**config.mk**
```make
export PLATFORM = sky130hd
export DESIGN_NAME = matrix_streamer
export DESIGN_NICKNAME = d
export VERILOG_FILES = /design/src/rtl/matrix_streamer.sv
export SDC_FILE = /design/constraint.sdc
export NUM_CORES = 1
export LEC_CHECK = 0
export BUFFER_PORTS_ARGS = -buffer_cell sky130_fd_sc_hd__clkbuf_2
export CAP_MARGIN = 30
export CELL_PAD_IN_SITES_DETAIL_PLACEMENT = 0
export CELL_PAD_IN_SITES_GLOBAL_PLACEMENT = 1
export CORE_MARGIN = 2
export CORE_UTILIZATION = 49
export CTS_BUF_LIST = sky130_fd_sc_hd__clkbuf_4
export DETAILED_ROUTE_END_ITERATION = 8
export GPL_ROUTABILITY_DRIVEN = 0
export GPL_TIMING_DRIVEN = 0
export PLACE_DENSITY = 0.9
export RECOVER_POWER = 25
export REMOVE_ABC_BUFFERS = 1
export SYNTH_ARGS = -nofsm -noshare
export SYNTH_HDL_FRONTEND = slang
export SYNTH_SLANG_ARGS = --single-unit
```
**constraint.sdc**
```tcl
create_clock -name clk -period 3.73 [get_ports clk]
set_clock_uncertainty 0.2 [all_clocks]
set_input_delay 0.373 -clock clk [delete_from_list [all_inputs] [get_ports clk]]
set_output_delay 0.373 -clock clk [all_outputs]
set_load 0.02 [all_outputs]
```
**src/rtl/matrix_streamer.sv**
```systemverilog
// matrix_streamer
//
// Streams one frame of LED-matrix rows from the framebuffer (BRAM port B) to
// the Arduino matrix driver. A rising edge on frame_req starts a frame; each of
// the ROWS row words is read, shifted out MSB-first on ser_clk/ser_data and
// followed by a row_latch pulse. frame_abort (level) returns the block to IDLE.
//
// Optional feature: define MATRIX_STREAMER_PARITY_EN to append an odd-parity
// bit after bit 0 of every row (17 bits per row instead of 16).
//
// Parameters:
//   BASE_ADDR   port-B address of framebuffer row 0
//   ROWS        rows per frame (1..16)
//   CLK_DIV     clk cycles per serial half-period (1..255)
//
// Ports:
//   clk          in   system clock
//   reset        in   asynchronous, active-high reset
//   frame_req    in   asynchronous frame request (rising edge)
//   frame_abort  in   asynchronous level-sensitive abort
//   addr_b       out  registered BRAM port-B read address
//   q_b          in   BRAM port-B read data (one cycle after address)
//   ser_clk      out  serial clock
//   ser_data     out  serial data, changes only while ser_clk is low
//   row_latch    out  high for CLK_DIV cycles after each row
//   busy         out  high in every state except IDLE
//   frame_done   out  one-cycle pulse after the last row latch
//   row_idx      out  index of the row being streamed
//
// state   | meaning
// --------+--------------------------------------------------------------
// IDLE    | waiting for a synchronized request edge
// FETCH   | addr_b presented, BRAM captures it this cycle
// WAIT    | q_b becomes valid; loaded into the shift register on exit
// SHIFT   | CLK_DIV cycles ser_clk low, CLK_DIV cycles high, per bit
// LATCH   | row_latch high for CLK_DIV cycles, then next row or DONE
// DONE    | frame_done pulse, back to IDLE

module matrix_streamer #(
    parameter logic [15:0] BASE_ADDR = 16'h0000,
    parameter int unsigned ROWS      = 16,
    parameter int unsigned CLK_DIV   = 4
) (
    input  logic        clk,
    input  logic        reset,
    input  logic        frame_req,
    input  logic        frame_abort,
    output logic [15:0] addr_b,
    input  logic [15:0] q_b,
    output logic        ser_clk,
    output logic        ser_data,
    output logic        row_latch,
    output logic        busy,
    output logic        frame_done,
    output logic [3:0]  row_idx
);

`ifdef MATRIX_STREAMER_PARITY_EN
    localparam int NBITS = 17;
`else
    localparam int NBITS = 16;
`endif

    localparam logic [2:0] S_IDLE  = 3'd0;
    localparam logic [2:0] S_FETCH = 3'd1;
    localparam logic [2:0] S_WAIT  = 3'd2;
    localparam logic [2:0] S_SHIFT = 3'd3;
    localparam logic [2:0] S_LATCH = 3'd4;
    localparam logic [2:0] S_DONE  = 3'd5;

    localparam logic [7:0] DIV_LAST = 8'(CLK_DIV - 1);
    localparam logic [3:0] ROW_LAST = 4'(ROWS - 1);
    localparam logic [4:0] BIT_LAST = 5'(NBITS - 1);

    // two-flop synchronizers; req_s3_q is the delayed copy for edge detect
    logic req_s1_q, req_s2_q, req_s3_q;
    logic abt_s1_q, abt_s2_q;
    logic req_pulse;

    logic [2:0]       state_q, state_d;
    logic [7:0]       div_q, div_d;
    logic             phase_q, phase_d;
    logic [4:0]       bit_q, bit_d;
    logic [NBITS-1:0] sh_q, sh_d;
    logic [3:0]       row_q, row_d;
    logic [15:0]      addr_q, addr_d;
    logic             div_last;
    logic [NBITS-1:0] load_word;

    always_ff @(posedge clk or posedge reset) begin
        if (reset) begin
            req_s1_q <= 1'b0;
            req_s2_q <= 1'b0;
            req_s3_q <= 1'b0;
            abt_s1_q <= 1'b0;
            abt_s2_q <= 1'b0;
        end else begin
            req_s1_q <= frame_req;
            req_s2_q <= req_s1_q;
            req_s3_q <= req_s2_q;
            abt_s1_q <= frame_abort;
            abt_s2_q <= abt_s1_q;
        end
    end

    assign req_pulse = req_s2_q & ~req_s3_q;

`ifdef MATRIX_STREAMER_PARITY_EN
    // odd parity: total number of ones across the 17 bits is odd
    assign load_word = {q_b, ~(^q_b)};
`else
    assign load_word = q_b;
`endif

    always_comb begin
        state_d  = state_q;
        div_d    = div_q;
        phase_d  = phase_q;
        bit_d    = bit_q;
        sh_d     = sh_q;
        row_d    = row_q;
        addr_d   = addr_q;
        div_last = (div_q == DIV_LAST);

        if (abt_s2_q) begin
            // abort wins over everything, including a request in the same cycle
            state_d = S_IDLE;
            div_d   = 8'd0;
            phase_d = 1'b0;
            bit_d   = 5'd0;
            sh_d    = '0;
            row_d   = 4'd0;
            addr_d  = BASE_ADDR;
        end else begin
            case (state_q)
                S_IDLE: begin
                    if (req_pulse) begin
                        state_d = S_FETCH;
                        row_d   = 4'd0;
                        addr_d  = BASE_ADDR;
                    end
                end
                S_FETCH: state_d = S_WAIT;
                S_WAIT: begin
                    state_d = S_SHIFT;
                    sh_d    = load_word;
                    bit_d   = 5'd0;
                    div_d   = 8'd0;
                    phase_d = 1'b0;
                end
                S_SHIFT: begin
                    if (div_last) begin
                        div_d = 8'd0;
                        if (!phase_q) begin
                            phase_d = 1'b1;
                        end else begin
                            // end of high phase: advance to the next bit
                            phase_d = 1'b0;
                            sh_d    = {sh_q[NBITS-2:0], 1'b0};
                            bit_d   = bit_q + 5'd1;
                            if (bit_q == BIT_LAST) begin
                                state_d = S_LATCH;
                                bit_d   = 5'd0;
                            end
                        end
                    end else begin
                        div_d = div_q + 8'd1;
                    end
                end
                S_LATCH: begin
                    if (div_last) begin
                        div_d = 8'd0;
                        if (row_q == ROW_LAST) begin
                            state_d = S_DONE;
                        end else begin
                            row_d   = row_q + 4'd1;
                            addr_d  = addr_q + 16'd1;   // wraps modulo 2^16
                            state_d = S_FETCH;
                        end
                    end else begin
                        div_d = div_q + 8'd1;
                    end
                end
                S_DONE:  state_d = S_IDLE;
                default: state_d = S_IDLE;
            endcase
        end
    end

    always_ff @(posedge clk or posedge reset) begin
        if (reset) begin
            state_q <= S_IDLE;
            div_q   <= 8'd0;
            phase_q <= 1'b0;
            bit_q   <= 5'd0;
            sh_q    <= '0;
            row_q   <= 4'd0;
            addr_q  <= BASE_ADDR;
        end else begin
            state_q <= state_d;
            div_q   <= div_d;
            phase_q <= phase_d;
            bit_q   <= bit_d;
            sh_q    <= sh_d;
            row_q   <= row_d;
            addr_q  <= addr_d;
        end
    end

    assign addr_b     = addr_q;
    assign row_idx    = row_q;
    assign ser_clk    = (state_q == S_SHIFT) & phase_q;
    assign ser_data   = (state_q == S_SHIFT) & sh_q[NBITS-1];
    assign row_latch  = (state_q == S_LATCH);
    assign busy       = (state_q != S_IDLE);
    assign frame_done = (state_q == S_DONE);

endmodule

```
==> summary.txt <==
Worst setup path
  • Crit Path Class: reg2reg
  • CP Data Arrival Time: approximately 3500 ps
  • CP Data Required Time: 3810 ps
  • Critical path buffers and inverters: 1
  • Crit path max fanout: 30
  • Delay-heaviest family, CP: simple AND/OR/NAND/NOR gates
  • CP peak stage delay: 850 ps
  • Chain of cells forming the critical path: or4b_1, a31oi_2, buf_4, or2_1, nor3_1, mux2_4
  • Setup crit end kind: flip-flop
  • Slowest CP cell: or4b_1
  • Critical Path Start Type: flip-flop

Global route
  • All-Layer GR Usage: 0.2090
  • Largest net degree at the start of global routing: 37
  • Vias in the first global route: 2,338
  • Global-route wire length before repair: 10.70 mm
  • Antenna violations before repair: 0
  • Total grt overflow: 0

Pwr
  • Sequential share of power: 0.584
  • Gate power share: 0.096
  • Cell area power density: 338.4 nW/µm²
  • Psw: 312.5 µW
  • P_leak: 1.613 nW
  • Sw Ratio: 0.2726
  • Max rail drop VDD: around 0.15 mV
  • Clock network power share: 0.320
  • Cell Int Power: 833.9 µW

Route
  • DRC: 0
  • Drt pass-1 iters: 4
  • Vias: 2,411
  • Per-cell routed wire length: between 10 and 15 µm
  • WL final: 6.274 mm
  • Final ANT Viol Nets: 0
  • DRC violation total after the first TritonRoute iteration: 195
  • Vias/cell: 5.620

Layout
  • Most frequent cells in the layout: dfrtp_1, clkbuf_2, nor2_1, o21ai_0, nand2_1
  • Layout area overhead: 14.02%
  • Share of cells above drive strength 1: 0.1893
  • Most common cell after layout, fill and taps aside: dfrtp_1
  • Non-Filler Instances: 429
  • Finished Cell Area: 3388 µm²
  • Ant diodes: 0
  • Fillers: about 530
  • FF+latch area: 1451 µm²
  • Nets: roughly 370
  • Multi-input logic area: 1418 µm²

STA
  • RSZ-0062 raised after global routing: false
  • Slew Limit Fails: 37
  • Fin Setup TNS: 0 ps
  • Measured slew at the worst slew-check pin: around 1600 ps
  • Fmax: roughly 290 MHz
  • Post-route minimum period: 3404 ps
  • Final hold vios: 0
  • # setup viols final: 0
  • Final Cycle Share: 0.9127
  • Relative slew slack: -0.05257

Floorplanning
  • Die footprint: 6704 µm²
  • Site Rows: 28
  • Initial core utilization: 0.5049
  • Top-level I/O count: 45
  • Die X-Extent: between 80 and 90 µm
  • Die Ht: slightly above 80 µm
  • Core area: 5886 µm²

Clocking
  • Clock slew at reported path FFs: 100 ps
  • CTS tree: yes
  • CTS root buffer: clkbuf_4
  • # Post-CTS Setup Buffers: 0
  • CTS buffer count: 9
  • Clock Latency Late Sink: ~400 ps
  • H-tree depth: 3
  • TritonCTS Sinks: 58
  • Clock tree buffer depth: 2

Synth
  • Yosys warning count: 0
  • Cells after Synth: 306
  • Synth area leaders: dfrtp_1, mux2i_1, nor2_1
  • Yosys reg bits: 58
  • Sequential fraction of the synthesis area: 0.4884
  • Main synth FF type: dfrtp_1
  • Post-synth top area share: 0.4884
  • Largest area contributor in the netlist: dfrtp_1
  • Mapped Area: 2972 µm²
  • Synth Area per Inst: 9.711 µm²
  • Synth cell types: 49
  • Number of enable flip-flop cells after synthesis: 0
  • Fraction of registers with async set/reset: 1.000

Status
  • Violated checks: capacitance limit, slew limit
  • Outcome: complete, but fails checks

Place
  • Hpwl dp: 4.316 mm
  • DP Area: 3256 µm²
  • Placed cells: 410
  • PortBufs: between 40 and 50

Flow run
  • Max Cap Viol: 1

Worst hold path
  • Worst Hold Class: in2reg
[tightest hold or removal path: stages]
cell and delay (ps):
clkbuf_2 80, nand3_1 70, a21oi_1 60
[state kept, by name (all words and copies together) (netlist names), 3 cells and up]
register / flops
div_q: 8
row_idx: 4
bit_q: 5
state_q: 3
addr_b: 16
sh_q: 16
[final cells by class]
| class | count | area share |
|---|---|---|
| tap | 75 | 0.02770 |
| timing repair buffer | 51 | 0.08936 |
| clock inverter | 5 | 0.006278 |
| sequential | 58 | 0.4284 |
| multi-input combinational | 224 | 0.4184 |
| inverter | 5 | 0.005539 |
| clock buffer | 11 | 0.02437 |
[power groups by stage]
stage                     clock, mW  sequential (mW)  combinational [mW]
final                         0.367            0.669               0.110
after global routing          0.406            0.674               0.125
after CTS                     0.379            0.669               0.114
after detailed placement          0            0.682               0.112
after global placement            0            0.681               0.101
after floorplan                   0            0.675              0.0714
[synthesized netlist by cell type (all sizes together) (4+ instances only)]
master   n
nand2b   4
nor2b    4
nor3     6
nand4    4
mux2i   15
nand2   26
dfrtp   58
nor2    36
ha       4
nand3   12
nor4     5
xnor2    9
a21oi   10
a211oi  16
inv      5
and3     7
clkbuf   7
buf     12
o21ai   27
[metrics by stage]
stage / worst slack [ps] / hold WS (ps) / total power [mW] / utilization
3_3_place_gp: -6.121 / 132.7 / 0.7818 / 0.5429
4_1_cts: 153.4 / 9.148 / 1.163 / 0.5759
6_report: 325.8 / 22.15 / 1.146 / 0.5757
3_5_place_dp: 159.5 / 134.7 / 0.7936 / 0.5531
2_1_floorplan: 790.4 / 131.2 / 0.7469 / -
5_1_grt: 165.0 / 32.27 / 1.205 / 0.5757
[worst paths after layout]
| check | start | end | slack, ps | cells past startpoint |
|---|---|---|---|---|
| min | q_b[0] | sh_q[0]$_DFFE_PP0P_ | 20 | 3 |
| min in group asynchronous | reset | sh_q[8]$_DFFE_PP0P_ | 480 | 3 |
| max | abt_s2_q$_DFF_PP0_ | addr_b[15]$_DFFE_PP0P_ | 330 | 6 |
| max in group asynchronous | reset | req_s3_q$_DFF_PP0_ | 780 | 4 |
| max reg2reg | abt_s2_q$_DFF_PP0_ | addr_b[15]$_DFFE_PP0P_ | 330 | 6 |
| min reg2reg | req_s1_q$_DFF_PP0_ | req_s2_q$_DFF_PP0_ | 160 | 0 |
[repair_timing]
action	CTS	global route
endpoints found under the hold margin	24	0
hold buffers	3	0
gates resized for setup	0	1
setup endpoints to repair	0	1
[cells by family (layout without fill, tap and decap cells)]
| group | after synthesis | count (layout) | synth area share |
|---|---|---|---|
| xor gates and xnor gates | 11 | 11 | 0.03242 |
| AOI/OAI and AO/OA | 69 | 69 | 0.1470 |
| and+or+nand+nor | 123 | 123 | 0.2194 |
| buffers and inverters | 24 | 72 | 0.03663 |
| adders and majority gates | 4 | 4 | 0.01684 |
| muxes | 17 | 17 | 0.05937 |
| DFF | 58 | 58 | 0.4884 |
[layer usage]
layer / GRT usage / wire [µm] / vias up
li1: - / - / 1198
met1: 0.2838 / 2955 / 1161
met2: 0.3228 / 2992 / 45
met3: 0.03956 / 240 / 7
met4: 0.09833 / 86 / 0
met5: 0 / 0 / -
Note: power is estimated with default switching activity, not from simulation.
